`src/rtl/fifo_pkg.sv`:
```
// Shared constants and helpers for the synchronous FIFO family.
package fifo_pkg;

  localparam int DEF_DATA_WIDTH = 16;
  localparam int DEF_ADDR_WIDTH = 8;

  // Read-mode encodings for the FWFT parameter
  localparam int FWFT_REGISTERED = 0;
  localparam int FWFT_SHOWAHEAD  = 1;

  typedef enum logic [1:0] {
    CNT_HOLD = 2'd0,
    CNT_INC  = 2'd1,
    CNT_DEC  = 2'd2
  } cnt_op_e;

  function automatic cnt_op_e cnt_op(input logic wr_accept, input logic rd_accept);
    if (wr_accept && !rd_accept) return CNT_INC;
    if (rd_accept && !wr_accept) return CNT_DEC;
    return CNT_HOLD;
  endfunction

endpackage

```
`src/rtl/fifo_ram_dp.sv`:
```
// Simple dual-port storage: one write port, one read port whose output is
// either registered (block-RAM style) or combinational (show-ahead).
module fifo_ram_dp
  import fifo_pkg::*;
#(
  parameter int DATA_WIDTH = DEF_DATA_WIDTH,
  parameter int ADDR_WIDTH = DEF_ADDR_WIDTH,
  parameter int FWFT       = FWFT_REGISTERED
) (
  input  logic                  clk,
  input  logic                  rst_n,
  input  logic                  we,
  input  logic [ADDR_WIDTH-1:0] waddr,
  input  logic [DATA_WIDTH-1:0] wdata,
  input  logic                  re,
  input  logic [ADDR_WIDTH-1:0] raddr,
  output logic [DATA_WIDTH-1:0] rdata
);

  localparam int DEPTH = 1 << ADDR_WIDTH;

  logic [DATA_WIDTH-1:0] mem [DEPTH];

  always_ff @(posedge clk) begin
    if (we) mem[waddr] <= wdata;
  end

  generate
    if (FWFT == FWFT_SHOWAHEAD) begin : g_comb_read
      assign rdata = mem[raddr];
    end else begin : g_reg_read
      logic [DATA_WIDTH-1:0] rdata_reg;
      // Output register keeps its value between reads; only reset clears it
      always_ff @(posedge clk) begin
        if (!rst_n)  rdata_reg <= '0;
        else if (re) rdata_reg <= mem[raddr];
      end
      assign rdata = rdata_reg;
    end
  endgenerate

endmodule

```
`src/rtl/fifo_sync_param.sv`:
```
// Single-clock parameterised FIFO with registered-read or first-word-fall-through
// output, count-derived status flags and sticky overflow/underflow.
module fifo_sync_param
  import fifo_pkg::*;
#(
  parameter int DATA_WIDTH = DEF_DATA_WIDTH,
  parameter int ADDR_WIDTH = DEF_ADDR_WIDTH,
  parameter int FWFT       = FWFT_REGISTERED,
  parameter int AF_LEVEL   = (1 << ADDR_WIDTH) - 2,
  parameter int AE_LEVEL   = 2
) (
  input  logic                  clk,
  input  logic                  rst_n,
  input  logic                  flush,
  input  logic                  wr_en,
  input  logic [DATA_WIDTH-1:0] din,
  input  logic                  rd_en,
  output logic [DATA_WIDTH-1:0] dout,
  output logic                  valid,
  output logic                  empty,
  output logic                  full,
  output logic                  almost_full,
  output logic                  almost_empty,
  output logic [ADDR_WIDTH:0]   count,
  output logic                  overflow,
  output logic                  underflow
);

  localparam int DEPTH = 1 << ADDR_WIDTH;
  localparam logic [ADDR_WIDTH:0] DEPTH_C = DEPTH[ADDR_WIDTH:0];
  localparam logic [ADDR_WIDTH:0] AF_C    = AF_LEVEL[ADDR_WIDTH:0];
  localparam logic [ADDR_WIDTH:0] AE_C    = AE_LEVEL[ADDR_WIDTH:0];

  generate
    if (AF_LEVEL > DEPTH || AE_LEVEL > DEPTH) begin : g_bad_level
      $error("fifo_sync_param: AF_LEVEL and AE_LEVEL must not exceed DEPTH");
    end
  endgenerate

  logic [ADDR_WIDTH:0]   wr_ptr_reg, rd_ptr_reg;
  logic [ADDR_WIDTH:0]   count_reg, count_next;
  logic                  overflow_reg, underflow_reg;
  logic                  wr_accept, rd_accept;
  logic [DATA_WIDTH-1:0] ram_rdata;

  assign empty        = (count_reg == '0);
  assign full         = (count_reg == DEPTH_C);
  assign almost_full  = (count_reg >= AF_C);
  assign almost_empty = (count_reg <= AE_C);
  assign count        = count_reg;
  assign overflow     = overflow_reg;
  assign underflow    = underflow_reg;

  // A full FIFO never takes a write, even when a read frees a slot this cycle
  assign wr_accept = wr_en && !full  && !flush;
  assign rd_accept = rd_en && !empty && !flush;

  always_comb begin
    count_next = count_reg;
    unique case (cnt_op(wr_accept, rd_accept))
      CNT_INC: count_next = count_reg + 1'b1;
      CNT_DEC: count_next = count_reg - 1'b1;
      default: count_next = count_reg;
    endcase
  end

  always_ff @(posedge clk) begin
    if (!rst_n) begin
      wr_ptr_reg    <= '0;
      rd_ptr_reg    <= '0;
      count_reg     <= '0;
      overflow_reg  <= 1'b0;
      underflow_reg <= 1'b0;
    end else if (flush) begin
      wr_ptr_reg    <= '0;
      rd_ptr_reg    <= '0;
      count_reg     <= '0;
      overflow_reg  <= 1'b0;
      underflow_reg <= 1'b0;
    end else begin
      if (wr_accept) wr_ptr_reg <= wr_ptr_reg + 1'b1;
      if (rd_accept) rd_ptr_reg <= rd_ptr_reg + 1'b1;
      count_reg <= count_next;
      if (wr_en && full)  overflow_reg  <= 1'b1;
      if (rd_en && empty) underflow_reg <= 1'b1;
    end
  end

  fifo_ram_dp #(
    .DATA_WIDTH (DATA_WIDTH),
    .ADDR_WIDTH (ADDR_WIDTH),
    .FWFT       (FWFT)
  ) u_ram (
    .clk   (clk),
    .rst_n (rst_n),
    .we    (wr_accept),
    .waddr (wr_ptr_reg[ADDR_WIDTH-1:0]),
    .wdata (din),
    .re    (rd_accept),
    .raddr (rd_ptr_reg[ADDR_WIDTH-1:0]),
    .rdata (ram_rdata)
  );

  assign dout = ram_rdata;

  generate
    if (FWFT == FWFT_SHOWAHEAD) begin : g_valid_fwft
      assign valid = !empty;
    end else begin : g_valid_reg
      logic valid_reg;
      always_ff @(posedge clk) begin
        if (!rst_n)     valid_reg <= 1'b0;
        else if (flush) valid_reg <= 1'b0;
        else            valid_reg <= rd_accept;
      end
      assign valid = valid_reg;
    end
  endgenerate

endmodule

```
`config.mk`:
```
export PLATFORM = sky130hd
export DESIGN_NAME = fifo_sync_param
export DESIGN_NICKNAME = d
export VERILOG_FILES = /design/src/rtl/fifo_pkg.sv /design/src/rtl/fifo_ram_dp.sv /design/src/rtl/fifo_sync_param.sv
export SDC_FILE = /design/constraint.sdc
export NUM_CORES = 2
export LEC_CHECK = 0
export BUFFER_PORTS_ARGS = -buffer_cell sky130_fd_sc_hd__buf_2
export CAP_MARGIN = 10
export CORE_MARGIN = 1
export CORE_UTILIZATION = 50
export CTS_CLUSTER_SIZE = 28
export DETAILED_ROUTE_END_ITERATION = 10
export PLACE_DENSITY = 0.65
export SLEW_MARGIN = 20
export SYNTH_ARGS = -nofsm -noshare
export SYNTH_HDL_FRONTEND = slang
export SYNTH_SLANG_ARGS = --single-unit
```
`constraint.sdc`:
```
create_clock -name clk -period 4.93 [get_ports clk]
set_input_delay 0 -clock clk [delete_from_list [all_inputs] [get_ports clk]]
set_output_delay 0 -clock clk [all_outputs]
set_load 0.05 [all_outputs]
```
Yosys cells after proc, flatten, opt, wreduce, memory -nomap -nowiden. Memories as Yosys holds them, arrays and structs flattened. A register that Yosys moved wholly into a read port is not among the register bits. Cells that the tools add are included.

Divide/modulo/power cells: 0. Bitwise logic cells: 1. Reductions and logical operators: 17. Equality and inequality tests: 3. Muxes and demuxes: 10. $add $sub $neg: 4. Multiply operators: 0. Shifts and indexed selects: 0. Magnitude comparators: 2.

Operator list (count): 9-bit by 1-bit adder with 9-bit output (second input constant) (3); 9-bit one-hot mux with 2 select lines (1); 9-bit equality test (second input constant) (1); 9-bit by 8-bit >= comparator with 1-bit output (second input constant) (1); 9-bit by 2-bit <= comparator with 1-bit output (second input constant) (1); 9-bit zero test (1); 9-bit by 1-bit subtractor with 9-bit output (second input constant) (1); 1-bit logical AND (8); 2-bit two-way mux (4); 1-bit zero test (6); 1-bit two-way mux (5); 2-bit by 1-bit equality test with 1-bit output (second input constant) (1); 2-bit equality test (second input constant) (1); 2-bit nonzero test (1); 2-bit OR reduction (1); 1-bit inverter (1).

Input port bits: 21. RAM bits: 4096. Memories: 1. Latch bits: 0. Bits in read-only memories: 0. Bits in registers: 30.

Memory list: u_ram.mem (words 256, width 16, read ports 1, clocked after memory_dff 1, write ports 1, line fifo_ram_dp.sv:22) `logic [DATA_WIDTH-1:0] mem [DEPTH];`.

Depth between registers and ports, before layout.
Depth after elaboration: 12. Depth in mapped cells: 16. Depth with buffers taken out: 15.

By module. From an unflattened synthesis, not the netlist that was laid out.

Cells, all modules: 7769. Area total of the unflattened synthesis: 160521.5 um^2.

Modules (own cells, without submodules): fifo_ram_dp (area each 158923.7 um^2, instances 1, cells each 7586, seq. area each 123318.3 um^2); fifo_sync_param (area each 1597.8 um^2, instances 1, cells each 183, seq. area each 560.5 um^2).

Worst setup path before layout. Ideal clock, no wire load.

Kind: register to register. Start: reg count_reg[2] (netlist: count[2]). End: reg count_reg[8] (netlist: count[8]). Data required time: 4.860 ns. Path buffers: 0. Cell stages (with the launch flop): 16. Setup slack: -0.331 ns. Arrival time: 5.190 ns. Path through: dfxtp_1 or4_1 nor4_1 nor3b_1 inv_1 ha_1 inv_1 fa_1 nor2b_1 o21ai_0 a21boi_0 o21ai_0 a21oi_1 xnor2_1 or3_1 a21oi_1.

Cells in the longest elaborated chain, start to end: 12. Elaborated cells on any way between the ends: 24. Classes of those cells: 2 x add/sub; 3 x eq/ne; 7 x mux; 12 x reduce/logical.

Ends and longest elaborated chain: from (decl) (line fifo_sync_param.sv:41) `logic [ADDR_WIDTH:0] count_reg, count_next;`; from (signal assigned) (line fifo_sync_param.sv:83) `count_reg <= count_next;`; 9-bit equality test (*) (line fifo_sync_param.sv:47) `assign full = (count_reg == DEPTH_C);`; via full (line fifo_sync_param.sv:21) `output logic full,`; 1-bit zero test (*) (line fifo_sync_param.sv:55) `assign wr_accept = wr_en && !full && !flush;`; 1-bit logical AND (*) (2 in a row) (line fifo_sync_param.sv:55); 1-bit zero test (line fifo_pkg.sv:19) `if (rd_accept && !wr_accept) return CNT_DEC;`; 1-bit logical AND (line fifo_pkg.sv:19); 1-bit two-way mux (2 in a row) (line fifo_pkg.sv:19); 2-bit two-way mux (line fifo_pkg.sv:20) `return CNT_HOLD;`; 2-bit two-way mux (*) (line fifo_pkg.sv:19); 2-bit equality test / 2-bit by 1-bit equality test with 1-bit output (equally long branches) (line fifo_sync_param.sv:60) `unique case (cnt_op(wr_accept, rd_accept))`; 9-bit one-hot mux with 2 select lines / 2-bit nonzero test (equally long branches).

The timed path passes the listed nets; every way through them passes the cells marked *. The select of a mux whose other input is x is not followed. A chain may end at the register's enable or synchronous reset.

==> impl_metrics.tcl <==
set metrics [dict create \
    cp_common_cell "dlygate4sd3_1" \
    slowest_delay_ns 0.68 \
    grt-ovfl-total 0 \
    cts_tree "built" \
    synthCells 7181 \
    ys_seq_area_frac 0.777 \
    gp_congestion 0.946 \
    fp.dieW_um 567 \
    crit_path_cell_trace "buf_4 -> or3b_2 -> buf_12 -> o22ai_1 -> nor3_1 -> a221oi_1 -> nand2_1 -> nand4_1 -> o2111ai_1 -> dlygate4sd3_1 -> a31oi_1 -> dlygate4sd3_1" \
    cts.sinks 4140 \
    rows 207 \
    hold_viol 0 \
    drive_above_1_share 0.284 \
    crit_slowest_cell "dfxtp_4" \
    netlist.area_leader.share 0.771 \
    grt_max_degree 169 \
    ant_nets 0 \
    grt_pass1_vias 78898 \
    worstSetupEndpointType "flop" \
    synth_nets 7216 \
    synth_cell_types 74 \
    fin_worst_skew_ns 0.0813 \
    dieArea_sq_mm 0.321 \
    crit_fanout 21 \
    grt_use_total 0.280 \
    drv_cap 0 \
    numPortBuffers 52 \
    synth_flop_cell "edfxtp_1" \
    hpwlAfterDp_mm 273 \
    min_from "din[11]" \
    drt_first_iter_violations 12683 \
    worst-path-buf-inv 4 \
    r2r_start "rd_ptr_reg[2]" \
    cp_top_family "buffers and inverters" \
    synth_most_common_cell "edfxtp_1" \
    finalSetupTns_ns 0 \
    io_pins 53 \
    postSynthAreaPerCell_sq_um 22.2 \
    status "completed" \
    p_per_area_mw_per_mm2 390 \
    grt_pass1_wl_mm 628 \
    power.leakage_nw 55.4 \
    synth_edf_count 4096 \
    clock.fmax_mhz 204 \
    num_vias 81083 \
    fp.dieH_um 567 \
    yosys-top-cells-count "4,096 x edfxtp_1, 983 x mux4_2, 352 x mux2i_1" \
    via_per_inst 6.59 \
    htreeDepth 5 \
    setup_viol_count_final 0 \
    min-delay-path-class "input pin to flop" \
    drc 0 \
    total_power_mw 70.9 \
    initial_utilization 0.502 \
    arrival_ns 5.78 \
    syn-cell-area_sq_mm 0.160 \
    timing.hold.ws_ns 0.0830 \
    coreArea_sq_mm 0.318 \
    worstPathRequired_ns 5.80 \
    fin_crit_sh 0.996 \
    clock_path_buffers 4 \
    relSlewSlack 0.155 \
    drv_slew 0 \
    worstSetupPathType "flop to flop" \
    antenna_found_initial 35 \
    insertion_delay_ns 1.01 \
    synth_warnings 0 \
    synth.largest_area_cell "edfxtp_1" \
    synthTopCellsByArea "edfxtp_1 77%, mux4_2 14%, mux2i_1 2.2%" \
    worst_setup_path_start_kind "flop" \
    min_period_ns 4.91 \
    wirelength_mm 453 \
    worstMarginPinSlew_ns 1.27 \
    clk_pin_slew_worst_paths_ns 0.07 \
    dr.pass1.iters 6 \
    nFillCells 22723 \
    critical_path.startpoint "rd_ptr_reg[2]" \
    irDropWorstVdd_uv 291 \
    wl_per_cell_um 36.8 \
    area_growth_syn_to_layout_pct 13.8 \
    cts_made_buffers 409 \
    synthArstFlopShare 0 \
    nets 7811 \
    root_buffer "clkbuf_16" \
    largest_register_ffs 4096 \
    rsz0062_at_grt "false" \
    synth-seq-cells 4140 \
]
where the power goes:
group	internal (mW)	total (mW)	switching [mW]
Sequential	38.7	38.7	0.0131
Clock	17.4	31.0	13.6
Combinational	0.279	1.18	0.897
Total	56.4	70.9	14.5
cell type report:
cell class,count,area (sq um),area share
sequential,4140,124000,0.683
multi-input combinational,2609,33600,0.185
clock buffer,481,10500,0.0580
timing repair buffer,601,5340,0.0294
tap,4180,5230,0.0288
clock inverter,261,2770,0.0153
inverter,15,71.3,0.000393
antenna,20,50.0,0.000276
cell usage in the layout (no fill, tap or decap), types with 12 or more instances in the layout:
| master | n |
|---|---|
| nand3_1 | 30 |
| ha_1 | 13 |
| diode_2 | 20 |
| nor2_1 | 244 |
| mux2_2 | 15 |
| dfxtp_1 | 37 |
| clkinv_2 | 67 |
| bufinv_16 | 39 |
| nor2b_1 | 21 |
| xnor2_1 | 12 |
| nand2_1 | 85 |
| nor2_4 | 19 |
| a211oi_1 | 48 |
| buf_12 | 59 |
| dlygate4sd3_1 | 28 |
| a21oi_1 | 134 |
| a2111oi_0 | 12 |
| clkbuf_1 | 69 |
| clkinv_1 | 99 |
| mux4_2 | 983 |
| a22oi_1 | 80 |
| a22o_1 | 16 |
| clkbuf_16 | 409 |
| clkinv_16 | 15 |
| nand2_2 | 14 |
| o221ai_1 | 38 |
| o21ai_0 | 53 |
| mux2i_1 | 352 |
| nor2_2 | 88 |
| clkinvlp_4 | 19 |
| buf_4 | 461 |
| buf_2 | 36 |
| o22ai_1 | 57 |
| o211ai_1 | 13 |
| a221oi_1 | 65 |
| nor3_1 | 33 |
| o21ai_1 | 31 |
| edfxtp_1 | 4096 |
worst register-to-register path: stages, from the launching register on:
cell           delay (ns)
dfxtp_4              0.68
buf_4                0.39
or3b_2               0.63
buf_12               0.30
o22ai_1              0.12
nor3_1               0.42
a221oi_1             0.17
nand2_1              0.19
nand4_1              0.41
o2111ai_1            0.29
dlygate4sd3_1        0.59
a31oi_1              0.04
dlygate4sd3_1        0.56
path summary, 6_finish.rpt:
kind | endpoint | slack [ns] | depth (start not counted)
max reg2reg | u_ram.rdata[11] | 0.02 | 12
max | u_ram.rdata[11] | 0.02 | 12
min | u_ram.mem[218][11] | 0.08 | 2
min reg2reg | count[4] | 0.55 | 2
per-layer routing:
layer | vias up | share of wire | track usage
li1 | 31673 | - | -
met1 | 43212 | 0.38 | 0.393
met2 | 5271 | 0.45 | 0.418
met3 | 915 | 0.11 | 0.0689
met4 | 12 | 0.052 | 0.126
met5 | - | 0.00017 | 0
kinds of logic after synthesis:
family | synth area share
flip-flops | 0.777
AND/OR/NAND/NOR | 0.0159
multiplexers | 0.162
buffers and inverters | 0.0158
AO/OA/AOI/OAI | 0.0276
adder cells (fa/ha/maj) | 0.00115
XOR/XNOR | 0.00104
timing repair:
action,4_1_cts,5_1_grt
endpoints found under the hold margin,2236,0
hold buffers,28,0
setup endpoints to repair,0,1
setup buffers,0,6
resized for setup,0,2
per-stage QoR:
step,instance area (sq um),worst slack [ns],util,cells
3_3_place_gp,168000,0.279,0.528,11510
3_5_place_dp,168000,0.611,0.528,11511
4_1_cts,181000,0.0765,0.571,12281
6_report,181000,0.0205,0.571,12307
5_1_grt,181000,0.0518,0.571,12289
2_1_floorplan,160000,0.411,-,7181
No activity file was read; power rests on OpenSTA's default activity.
